<file path="src/rtl/bits_to_bytes_stream_if.sv">
// bits_to_bytes_stream_if: bit-in / byte-out stream bundle; master = producer+consumer side, slave = packer
interface bits_to_bytes_stream_if #(
  parameter int IN_W = 8,
  parameter int OUT_B = 1
) ();
  logic in_valid;
  logic in_ready;
  logic [IN_W-1:0] in_bits;
  logic out_valid;
  logic out_ready;
  logic [8*OUT_B-1:0] out_bytes;
  logic out_last;
  modport master (
    output in_valid, in_bits, out_ready,
    input in_ready, out_valid, out_bytes, out_last
  );
  modport slave (
    input in_valid, in_bits, out_ready,
    output in_ready, out_valid, out_bytes, out_last
  );
endinterface

</file>
<file path="src/rtl/bits_to_bytes_stream.sv">
// bits_to_bytes_stream: packs IN_W-bit beats LSB-first into OUT_B-byte beats, out_last per BYTE_LEN-byte message; ports clk, rst, s (stream bundle), busy
module bits_to_bytes_stream #(
  parameter int BYTE_LEN = 32,
  parameter int IN_W = 8,
  parameter int OUT_B = 1
) (
  input logic clk,
  input logic rst,
  bits_to_bytes_stream_if.slave s,
  output logic busy
);
  localparam int OW = 8 * OUT_B;
  localparam int ACC_W = OW + IN_W;
  localparam int CW = $clog2(ACC_W + 1);
  localparam int BITS = BYTE_LEN * 8;
  localparam int IW = $clog2(BITS + 1);
  localparam int OCW = $clog2(BYTE_LEN + 1);
  localparam logic [CW-1:0] OW_C = CW'(OW);
  localparam logic [CW-1:0] IN_C = CW'(IN_W);
  localparam logic [IW-1:0] ILAST = IW'(BITS - IN_W);
  localparam logic [IW-1:0] ISTEP = IW'(IN_W);
  localparam logic [OCW-1:0] OLAST = OCW'(BYTE_LEN - OUT_B);
  localparam logic [OCW-1:0] OSTEP = OCW'(OUT_B);
  generate
    if (BYTE_LEN % OUT_B != 0 || BITS % IN_W != 0 || IN_W < 1 || IN_W > 64 || OUT_B < 1 || OUT_B > 8) begin : g_bad
      $error("bits_to_bytes_stream: illegal BYTE_LEN/IN_W/OUT_B combination");
    end
  endgenerate
  logic [ACC_W-1:0] acc, acc_next;
  logic [CW-1:0] cnt, pos, cnt_next;
  logic [IW-1:0] icnt;
  logic [OCW-1:0] ocnt;
  logic in_fire, out_fire;
  assign s.in_ready = cnt <= OW_C;
  assign s.out_valid = cnt >= OW_C;
  assign s.out_bytes = acc[OW-1:0];
  assign s.out_last = s.out_valid && ocnt == OLAST;
  assign busy = cnt != '0 || icnt != '0 || ocnt != '0;
  always_comb begin
    in_fire = s.in_valid && s.in_ready;
    out_fire = s.out_valid && s.out_ready;
    pos = out_fire ? cnt - OW_C : cnt;
    cnt_next = pos + (in_fire ? IN_C : '0);
    acc_next = (out_fire ? acc >> OW : acc) | (in_fire ? {{OW{1'b0}}, s.in_bits} << pos : '0);
  end
  always_ff @(posedge clk) begin
    if (rst) begin
      acc <= '0;
      cnt <= '0;
      icnt <= '0;
      ocnt <= '0;
    end else begin
      acc <= acc_next;
      cnt <= cnt_next;
      if (in_fire) icnt <= icnt == ILAST ? '0 : icnt + ISTEP;
      if (out_fire) ocnt <= s.out_last ? '0 : ocnt + OSTEP;
    end
  end
endmodule

</file>
<file path="src/flat_wrapper.sv">
// flat-port wrapper written by rule: the top's interface ports become plain ports
module bits_to_bytes_stream_flat 
#(
  parameter int BYTE_LEN = 32,
  parameter int IN_W = 8,
  parameter int OUT_B = 1
)
  (clk, rst, busy, s_in_valid, s_in_bits, s_out_ready, s_in_ready, s_out_valid, s_out_bytes, s_out_last);
  bits_to_bytes_stream_if #(.IN_W(IN_W), .OUT_B(OUT_B)) s_i ();
  input logic clk;
  input logic rst;
  output logic busy;
  input wire logic [$bits(s_i.in_valid)-1:0] s_in_valid;
  input wire logic [$bits(s_i.in_bits)-1:0] s_in_bits;
  input wire logic [$bits(s_i.out_ready)-1:0] s_out_ready;
  output wire logic [$bits(s_i.in_ready)-1:0] s_in_ready;
  output wire logic [$bits(s_i.out_valid)-1:0] s_out_valid;
  output wire logic [$bits(s_i.out_bytes)-1:0] s_out_bytes;
  output wire logic [$bits(s_i.out_last)-1:0] s_out_last;
  assign s_i.in_valid = s_in_valid;
  assign s_i.in_bits = s_in_bits;
  assign s_i.out_ready = s_out_ready;
  assign s_in_ready = s_i.in_ready;
  assign s_out_valid = s_i.out_valid;
  assign s_out_bytes = s_i.out_bytes;
  assign s_out_last = s_i.out_last;
  bits_to_bytes_stream #(.BYTE_LEN(BYTE_LEN), .IN_W(IN_W), .OUT_B(OUT_B)) u_core (.clk(clk), .rst(rst), .s(s_i), .busy(busy));
endmodule
</file>
<file path="config.mk">
export PLATFORM = sky130hd
export DESIGN_NAME = bits_to_bytes_stream_flat
export DESIGN_NICKNAME = d
export VERILOG_FILES = /design/src/rtl/bits_to_bytes_stream_if.sv /design/src/rtl/bits_to_bytes_stream.sv /design/src/flat_wrapper.sv
export SDC_FILE = /design/constraint.sdc
export NUM_CORES = 1
export LEC_CHECK = 0
export BUFFER_PORTS_ARGS = -buffer_cell sky130_fd_sc_hd__clkbuf_2
export CAP_MARGIN = 20
export CORE_MARGIN = 3
export CORE_UTILIZATION = 45
export CTS_CLUSTER_DIAMETER = 120
export DETAILED_ROUTE_END_ITERATION = 8
export GPL_ROUTABILITY_DRIVEN = 0
export PLACE_DENSITY = 0.66
export SLEW_MARGIN = 20
export SYNTH_ARGS = -nofsm -noshare
export SYNTH_HDL_FRONTEND = slang
export SYNTH_SLANG_ARGS = --single-unit
</file>
<file path="constraint.sdc">
create_clock -name clk -period 4.2 [get_ports clk]
set_input_delay 0.63 -clock clk [delete_from_list [all_inputs] [get_ports clk]]
set_output_delay 0.63 -clock clk [all_outputs]
set_load 0.1 [all_outputs]
</file>
==> reports/qor.txt, run 1 <==
Status -> finished clean
Hold path start -> u_core.acc[11]
Yosys reg bits -> 30
Critical path arrival -> 2.04 ns
Core area -> 2900 sq um
Router iterations before antenna repair -> 4
Hold Violations, Final -> 0
RSZ-0062 raised after global routing -> no
# nets final -> 188
Slowest CP cell -> clkbuf_2
Max Cap Viol -> 0
Syn Nets -> 172
Area share of the largest cell type after synthesis -> 0.418
Gr ovfl total -> 0
Max Fclk -> 374 MHz
Area grow syn2layout -> 10.5%
Tmin final -> 2.67 ns
DR DRC count -> 0
Final Cycle Share -> 0.636
Setup CP Type -> flip-flop to primary output
Syn Inst Count -> 154
Post-CTS Setup Bufs -> 0
Post-synth EDFFs -> 0
Async S/R FF share, synth -> 0
Number of global-route vias before repair -> 1122
Skew-Pair Late Insertion Delay -> 0.33 ns
Crit-path max cell delay -> 0.53 ns
Setup TNS -> 0 ns
Initial antenna violation count -> 0
Core Util, Final -> 0.547
Worst Skew -> 0.00967 ns
Hold buffers post-CTS -> 0
Crit-path max FO -> 5
Worst-path cell chain -> inv_1 > ha_1 > nor4b_2 > clkbuf_2
Final setup viols -> 0
DRT Wirelength -> 2.75 mm
WL/cell -> 12.9 um
Hold Crit Class -> flip-flop to flip-flop
Rows -> 19
Area of the multi-input gates -> 716 sq um
Hold Path End -> u_core.acc[11]
CP endpoint kind -> primary output
CTS HTree Levels -> 2
I/O pins -> 24
Slew HR -> 0.469
First-pass GRT wire length -> 4.83 mm
I/O Buffers -> 23
CTS root buf -> clkbuf_4
Die ar. -> 3910 sq um
GRT Total Usage -> 0.155
Die Y-Extent -> 62.5 um
Vias per inst -> 5.26
Max Root-Sink Buffers -> 2
R2R Setup Slk -> 1.82 ns
Post-DRT Antenna Nets -> 0
Sequential standard cell area -> 601 sq um
FF-to-FF path depth -> 6
Synth Cell Area -> 1440 sq um
Largest area contributor in the netlist -> dfxtp_1
Initial Utilization -> 0.495
Share of layout cells above drive strength 1 -> 0.228
Synth top cells by count -> 30 x dfxtp_1, 21 x nand2_1, 9 x mux2i_1
Iteration-0 DRC Markers -> 30
Detail Placement HPWL -> 1.97 mm
Total CTS buffers -> 5
Setup crit start kind -> flip-flop
DR vias -> 1121
Hold path depth -> 2
Synth warn -> 0
Pwr/cell area -> 758 nW/um^2
FF-to-FF End -> u_core.acc[4]
R2R Path Start -> u_core.cnt[4]
Most frequent cell after synthesis -> dfxtp_1
Die Wd -> 62.5 um
N_diodes -> 0
Syn_area_per_cell -> 9.33 sq um
Clock Sinks -> 30
Peak VDD IR -> 0.279 mV
Slew @ Worst Pin -> 0.796 ns
Tot Pwr -> 1.20 mW
Leak -> 0.679 nW
Clock-pin slew on the worst setup and hold paths -> 0.10 ns
Seq/Total Area, Yosys -> 0.418
Fill cell count -> 279
CTS tree -> built
Yosys cell types -> 39
Post-cts resize count -> 0
Largest cells by area after synthesis -> dfxtp_1 42%, mux2i_1 6.3%, nand2_1 5.5%, ha_1 5.2%, buf_4 4.2%
Top_reg_cell synth -> dfxtp_1
Pins Over Slew Limit -> 0
CP Data Required Time -> 3.57 ns
Largest net degree at the start of global routing -> 24
[through the flow]
stage	instances	cell area (sq um)	hold slack (ns)	worst slack, ns
after floorplan	154	1440	0.424	1.04
after global placement	205	1510	0.436	1.90
after detailed placement	205	1510	0.445	1.83
after CTS	213	1590	0.469	1.52
after global routing	213	1590	0.485	1.42
final	213	1590	0.461	1.53
[cells by family (layout without fill, tap and decap cells)]
group           after synthesis  count (layout)  synth area share
buf+inv                      21              38            0.0836
fa+ha+maj                     6               6            0.0523
mux                          10              10            0.0732
compound gates               27              27             0.125
simple gates                 52              52             0.199
xor+xnor                      8               8            0.0488
flops                        30              30             0.418
[cell type report]
| type | instances | area share |
|---|---|---|
| Clock buffer | 5 | 0.0236 |
| Clock inverter | 3 | 0.0252 |
| Inverter | 7 | 0.0165 |
| Multi-Input combinational cell | 103 | 0.451 |
| Sequential cell | 30 | 0.378 |
| Tap cell | 42 | 0.0331 |
| Timing Repair Buffer | 23 | 0.0725 |
[worst max-delay path, delay by kind of cell (launching register included)]
family	cells	cell delay, ns
buffers and inverters	2	0.65
AND/OR/NAND/NOR	1	0.37
adder cells (fa/ha/maj)	1	0.25
flip-flops	1	0.44
[sequential cells by signal, summed over array words and instances, names as in the netlist]
register / count
u_core.icnt: 6
u_core.acc: 16
u_core.ocnt: 6
u_core.cnt: 2
[power breakdown]
part	leakage [nW]	internal, mW	switching [mW]
Clock	0.0450	0.123	0.102
Combinational	0.390	0.140	0.459
Sequential	0.244	0.342	0.0384
[how the worst max path moves through the flow]
| stage | from | to | slack [ns] | depth (start not counted) |
|---|---|---|---|---|
| finish | u_core.cnt[4] | s_out_last | 1.53 | 4 |
| global route | u_core.cnt[4] | s_out_last | 1.42 | 4 |
| CTS | u_core.cnt[4] | s_out_last | 1.52 | 4 |
| detailed placement | u_core.cnt[4] | u_core.acc[4] | 1.83 | 6 |
| global placement | u_core.cnt[4] | s_out_last | 1.90 | 4 |
| floorplan | u_core.cnt[4] | s_out_last | 1.04 | 3 |
[cells in the final DEF (no fill, tap or decap), types with 3 or more instances in the layout]
cell type,count
dfxtp_1,30
clkbuf_2,23
nand2_1,21
mux2i_1,9
nor2_1,8
o21ai_0,8
o22ai_1,8
inv_1,7
ha_1,6
xnor2_1,5
clkbuf_4,5
nand3_1,4
a21oi_1,4
xor2_1,3
[per-layer routing]
metal / wire [um] / global-route usage
met5: 0 / 0
met4: 44 / 0.0634
met3: 132 / 0.0612
met2: 1370 / 0.261
met1: 1200 / 0.175
Note: power is estimated with default switching activity, not from simulation.
==> inputs of run 2 (changes only) <==
Settings changed: ABC_AREA set to 1, PLACE_DENSITY 0.66 to 0.68.
Clock period 4.2 ns to 2.3 ns, I/O delays scaled along.
==> run 2 against run 1 <==
Total power up 80%. Hold slack got worse by 0.18 ns. Flip-flop and latch count unchanged. Via count up 22%. Clock skew is 0.0048 ns higher. Count of clock-buffer cells in the layout up 2. Critical path type unchanged. Critical endpoint unchanged.
==> reports/qor.txt, run 2 <==
Status -> finished clean
Yosys reg bits -> 30
Largest registers -> u_core.acc: 16 flops, u_core.icnt: 6 flops, u_core.ocnt: 6 flops
Hold buffers post-CTS -> 0
Total CTS buffers -> 5
CP Buf/Inv Count -> 3
Iteration-0 DRC Markers -> 83
GRT Total Usage -> 0.154
Slew HR -> 0.640
Max Cap Viol -> 0
Slew @ Worst Pin -> 0.543 ns
Max reg flops -> 16
I/O pins -> 24
Pwr/cell area -> 1250 nW/um^2
Setup crit start kind -> flip-flop
Core Util, Final -> 0.512
Initial Utilization -> 0.478
Post-DRT Antenna Nets -> 0
Max Fclk -> 484 MHz
Hold WS -> 0.277 ns
Hold Violations, Final -> 0
Rows -> 21
WL/cell -> 11.5 um
Post-cts resize count -> 0
DRT Wirelength -> 3.08 mm
CP endpoint kind -> primary output
Tmin final -> 2.07 ns
Post-Place Cell Area -> 1670 sq um
Synth warn -> 0
Post-synth EDFFs -> 0
Area grow syn2layout -> 7.11%
Largest area contributor in the netlist -> dfxtp_1
CP Data Required Time -> 1.96 ns
Clock Sinks -> 30
Final setup viols -> 0
First-pass GRT wire length -> 5.13 mm
Synth top cells by count -> 32 x nand2_1, 30 x dfxtp_1, 25 x a21oi_1
Die Y-Extent -> 66.0 um
Leak -> 0.707 nW
Vias per inst -> 5.11
Yosys cell types -> 25
Share of layout cells above drive strength 1 -> 0.226
Syn Inst Count -> 205
Crit-path max FO -> 4
Top_reg_cell synth -> dfxtp_1
DP Cell Count -> 259
Fin area -> 1730 sq um
Async S/R FF share, synth -> 0
CTS HTree Levels -> 2
Peak VDD IR -> 0.617 mV
Gr ovfl total -> 0
Syn_area_per_cell -> 7.90 sq um
Sequential standard cell area -> 601 sq um
Die ar. -> 4350 sq um
Most frequent cell after synthesis -> nand2_1
Final Cycle Share -> 0.898
DR vias -> 1364
Initial antenna violation count -> 0
Slowest CP cell -> dfxtp_1
Crit-path max cell delay -> 0.41 ns
Clock-pin slew on the worst setup and hold paths -> 0.11 ns
Area of the multi-input gates -> 832 sq um
Post-CTS Setup Bufs -> 0
Router iterations before antenna repair -> 4
Synth Cell Area -> 1620 sq um
Setup CP Type -> flip-flop to primary output
Critical path's top delay family -> buffers and inverters
Crit path top cell by count -> inv_1
Hold Crit Class -> input port to flip-flop
# nets final -> 238
CTS root buf -> clkbuf_4
Worst-path cell chain -> inv_1 > ha_1 > nor2_1 > nand3_1 > inv_1 > buf_4
Max Root-Sink Buffers -> 2
Detail Placement HPWL -> 2.13 mm
Pins Over Slew Limit -> 0
N_diodes -> 0
CTS tree -> built
Setup TNS -> 0 ns
Critical path arrival -> 1.72 ns
Seq/Total Area, Yosys -> 0.371
Worst Skew -> 0.0145 ns
RSZ-0062 raised after global routing -> no
Top reg by flops -> u_core.acc
I/O Buffers -> 23
Largest net degree at the start of global routing -> 25
Fin cells -> 267
Commonest non-fill, non-tap cell in the layout -> nand2_1
DR DRC count -> 0
Most frequent cells in the layout -> 32 x nand2_1, 30 x dfxtp_1, 25 x a21oi_1
Skew-Pair Late Insertion Delay -> 0.34 ns
Die Wd -> 66.0 um
Fill cell count -> 329
Largest cells by area after synthesis -> dfxtp_1 37%, a21oi_1 7.7%, nand2_1 7.4%, nand4_1 5.8%, ha_1 4.6%
Core area -> 3390 sq um
Number of global-route vias before repair -> 1178
Syn Nets -> 223
Area share of the largest cell type after synthesis -> 0.371
[run 2: cell count changes in the layout (fill, tap and decap cells not counted), moves of 8 or more]
cell     delta
nand2_1    +11
nand4_1    +13
a21oi_1    +21
o22ai_1     -8
mux2i_1     -9
or2_0       +8
[run 2: path summary, 6_finish.rpt]
path,start,endpoint,slack (ns),cells past startpoint
worst max register to register,u_core.cnt[4],u_core.cnt[4],0.60,8
worst min-delay path,s_in_bits[5],u_core.acc[5],0.28,3
worst max-delay path,u_core.cnt[4],s_out_last,0.23,6
worst min register to register,u_core.acc[12],u_core.acc[12],0.46,2
[run 2: routing by layer]
| metal | part of all wire | routed length [um] | vias to the layer above | track usage |
|---|---|---|---|---|
| li1 | - | - | 710 | - |
| met1 | 0.51 | 1570 | 609 | 0.204 |
| met2 | 0.43 | 1310 | 38 | 0.235 |
| met3 | 0.045 | 138 | 7 | 0.0408 |
| met4 | 0.018 | 55 | 0 | 0.0685 |
| met5 | 0 | 0 | - | 0 |
[run 2: layout make-up]
type | instances | share of cell area
clock buffer | 7 | 0.0317
clock inverter | 1 | 0.00289
multi-input combinational | 143 | 0.480
timing repair buffer | 23 | 0.0678
inverter | 17 | 0.0382
tap | 46 | 0.0332
sequential | 30 | 0.346
[run 2: cells by family (layout without fill, tap and decap cells)]
kind of cell,count (synthesis),count (layout),synth area share
flip-flops,30,30,0.371
AND/OR/NAND/NOR,95,95,0.326
AO/OA/AOI/OAI,39,39,0.125
adder cells (fa/ha/maj),6,6,0.0464
XOR/XNOR,3,3,0.0162
buffers and inverters,32,48,0.115
[run 2: tightest hold or removal path: cells and delay by family]
kind,cells,cell delay [ns]
AOI/OAI and AO/OA,1,0.05
buffers and inverters,1,0.10
and+or+nand+nor,1,0.08
[run 2: per-stage QoR]
stage | total power [mW] | setup WS (ns)
6_report | 2.17 | 0.234
5_1_grt | 2.30 | 0.123
4_1_cts | 2.18 | 0.213
3_5_place_dp | 1.84 | 0.588
3_3_place_gp | 1.84 | 0.573
2_1_floorplan | 1.78 | 0.391
[run 2: power by group]
group | internal [mW] | total [mW] | switching [mW]
clock | 0.148 | 0.339 | 0.191
sequential | 0.612 | 0.668 | 0.0555
combinational | 0.240 | 1.16 | 0.922
total | 1.00 | 2.17 | 1.17
==> inputs of run 3 (changes only) <==
Settings changed: CORE_ASPECT_RATIO set to 0.6.
==> run 3 against run 2 <==
Hold slack improved by 0.051 ns. Non-clock buffer count did not move. Clock power rose by 31%. Core utilization rose by 1.6 points. Routed wire length rose by 8.0%. Critical path depth did not move. Critical path type unchanged. Critical endpoint unchanged.
==> reports/qor.txt, run 3 (same netlist as run 2, synthesis figures left out) <==
Status -> finished clean
DRT Wirelength -> 3.32 mm
Post-cts resize count -> 0
Rows -> 16
Share of layout cells above drive strength 1 -> 0.226
Vias per inst -> 5.20
DR vias -> 1382
Setup TNS -> 0 ns
Hold Crit Class -> input port to flip-flop
DP Cell Count -> 258
Max Fclk -> 497 MHz
FF-to-FF path depth -> 9
Final setup viols -> 0
Core area -> 3340 sq um
Clock Sinks -> 30
Die ar. -> 4380 sq um
Hold Violations, Final -> 0
WL/cell -> 12.5 um
Pins Over Slew Limit -> 0
CTS tree -> built
Largest registers -> u_core.acc: 16 flops, u_core.icnt: 6 flops, u_core.ocnt: 6 flops
Fin cells -> 266
Crit-path max FO -> 4
Hold buffers post-CTS -> 0
CP Data Required Time -> 1.96 ns
Leak -> 0.720 nW
Slowest CP cell -> dfxtp_1
Largest net degree at the start of global routing -> 25
Post-DRT Antenna Nets -> 0
Peak VDD IR -> 0.633 mV
Slew HR -> 0.640
Initial antenna violation count -> 0
CTS root buf -> clkbuf_8
Iteration-0 DRC Markers -> 73
Initial Utilization -> 0.484
I/O Buffers -> 23
Die Wd -> 83.4 um
Worst Skew -> 0.00782 ns
Total CTS buffers -> 5
GRT Total Usage -> 0.172
Setup crit start kind -> flip-flop
Router iterations before antenna repair -> 5
First-pass GRT wire length -> 5.74 mm
I/O pins -> 24
Clock-pin slew on the worst setup and hold paths -> 0.07 ns
CP endpoint kind -> primary output
Worst-path cell chain -> inv_1 > ha_1 > nor2_1 > nand3_1 > inv_1 > buf_4
CTS HTree Levels -> 2
RSZ-0062 raised after global routing -> no
DR DRC count -> 0
Pwr/cell area -> 1300 nW/um^2
Gr ovfl total -> 0
Max Cap Viol -> 0
Commonest non-fill, non-tap cell in the layout -> nand2_1
# nets final -> 238
Post-CTS Setup Bufs -> 0
Detail Placement HPWL -> 2.35 mm
Number of global-route vias before repair -> 1231
Hold WS -> 0.329 ns
Final Cycle Share -> 0.875
Crit path top cell by count -> inv_1
Slew @ Worst Pin -> 0.542 ns
Tmin final -> 2.01 ns
Skew-Pair Late Insertion Delay -> 0.29 ns
Area grow syn2layout -> 8.96%
Max reg flops -> 16
Setup CP Type -> flip-flop to primary output
Die Y-Extent -> 52.5 um
N_diodes -> 0
Crit-path max cell delay -> 0.40 ns
Max Root-Sink Buffers -> 2
Most frequent cells in the layout -> 32 x nand2_1, 30 x dfxtp_1, 25 x a21oi_1
Hold path depth -> 3
Top reg by flops -> u_core.acc
Critical path arrival -> 1.67 ns
==> run 3: cell count changes in the layout (fill, tap and decap cells not counted) <==
| cell | previous run | this run |
|---|---|---|
| clkbuf_4 | 5 | 0 |
| clkbuf_8 | 1 | 6 |
==> run 3: path summary, 6_finish.rpt <==
| path | start | to | slack (ns) |
|---|---|---|---|
| min reg2reg | u_core.acc[13] | u_core.acc[13] | 0.46 |
| min | s_in_bits[1] | u_core.acc[1] | 0.33 |
| max | u_core.cnt[4] | s_out_last | 0.29 |
| max reg2reg | u_core.cnt[4] | u_core.acc[14] | 0.56 |
==> run 3: stage by stage <==
step	utilization	cell area [sq um]	setup slack (ns)	total power, mW
after floorplan	-	1620	0.391	1.78
after global placement	0.500	1670	0.595	1.85
after detailed placement	0.500	1670	0.579	1.85
after CTS	0.528	1760	0.265	2.30
after global routing	0.528	1760	0.147	2.44
final	0.528	1760	0.287	2.29
==> run 3: worst max-delay path: cells and delay by family (launching register included) <==
family / cells / cell delay [ns]
buf+inv: 3 / 0.46
fa+ha+maj: 1 / 0.26
simple gates: 2 / 0.25
flops: 1 / 0.40
==> run 3: cell type report <==
type,instances,area (sq um)
fill,324,1580
multi-input combinational,143,832
sequential,30,601
timing repair buffer,23,118
clock buffer,7,86.3
inverter,17,66.3
tap,45,56.3
clock inverter,1,5.00
==> run 3: power by group <==
group | switching [mW] | internal [mW]
logic | 0.937 | 0.241
clock network | 0.203 | 0.241
registers | 0.0588 | 0.613
==> run 3: layer usage <==
layer,share of wire,GRT usage,up-vias
met5,0,0,-
met4,0.0066,0.0963,0
met3,0.076,0.0502,6
met2,0.37,0.238,48
met1,0.55,0.239,619
li1,-,-,709
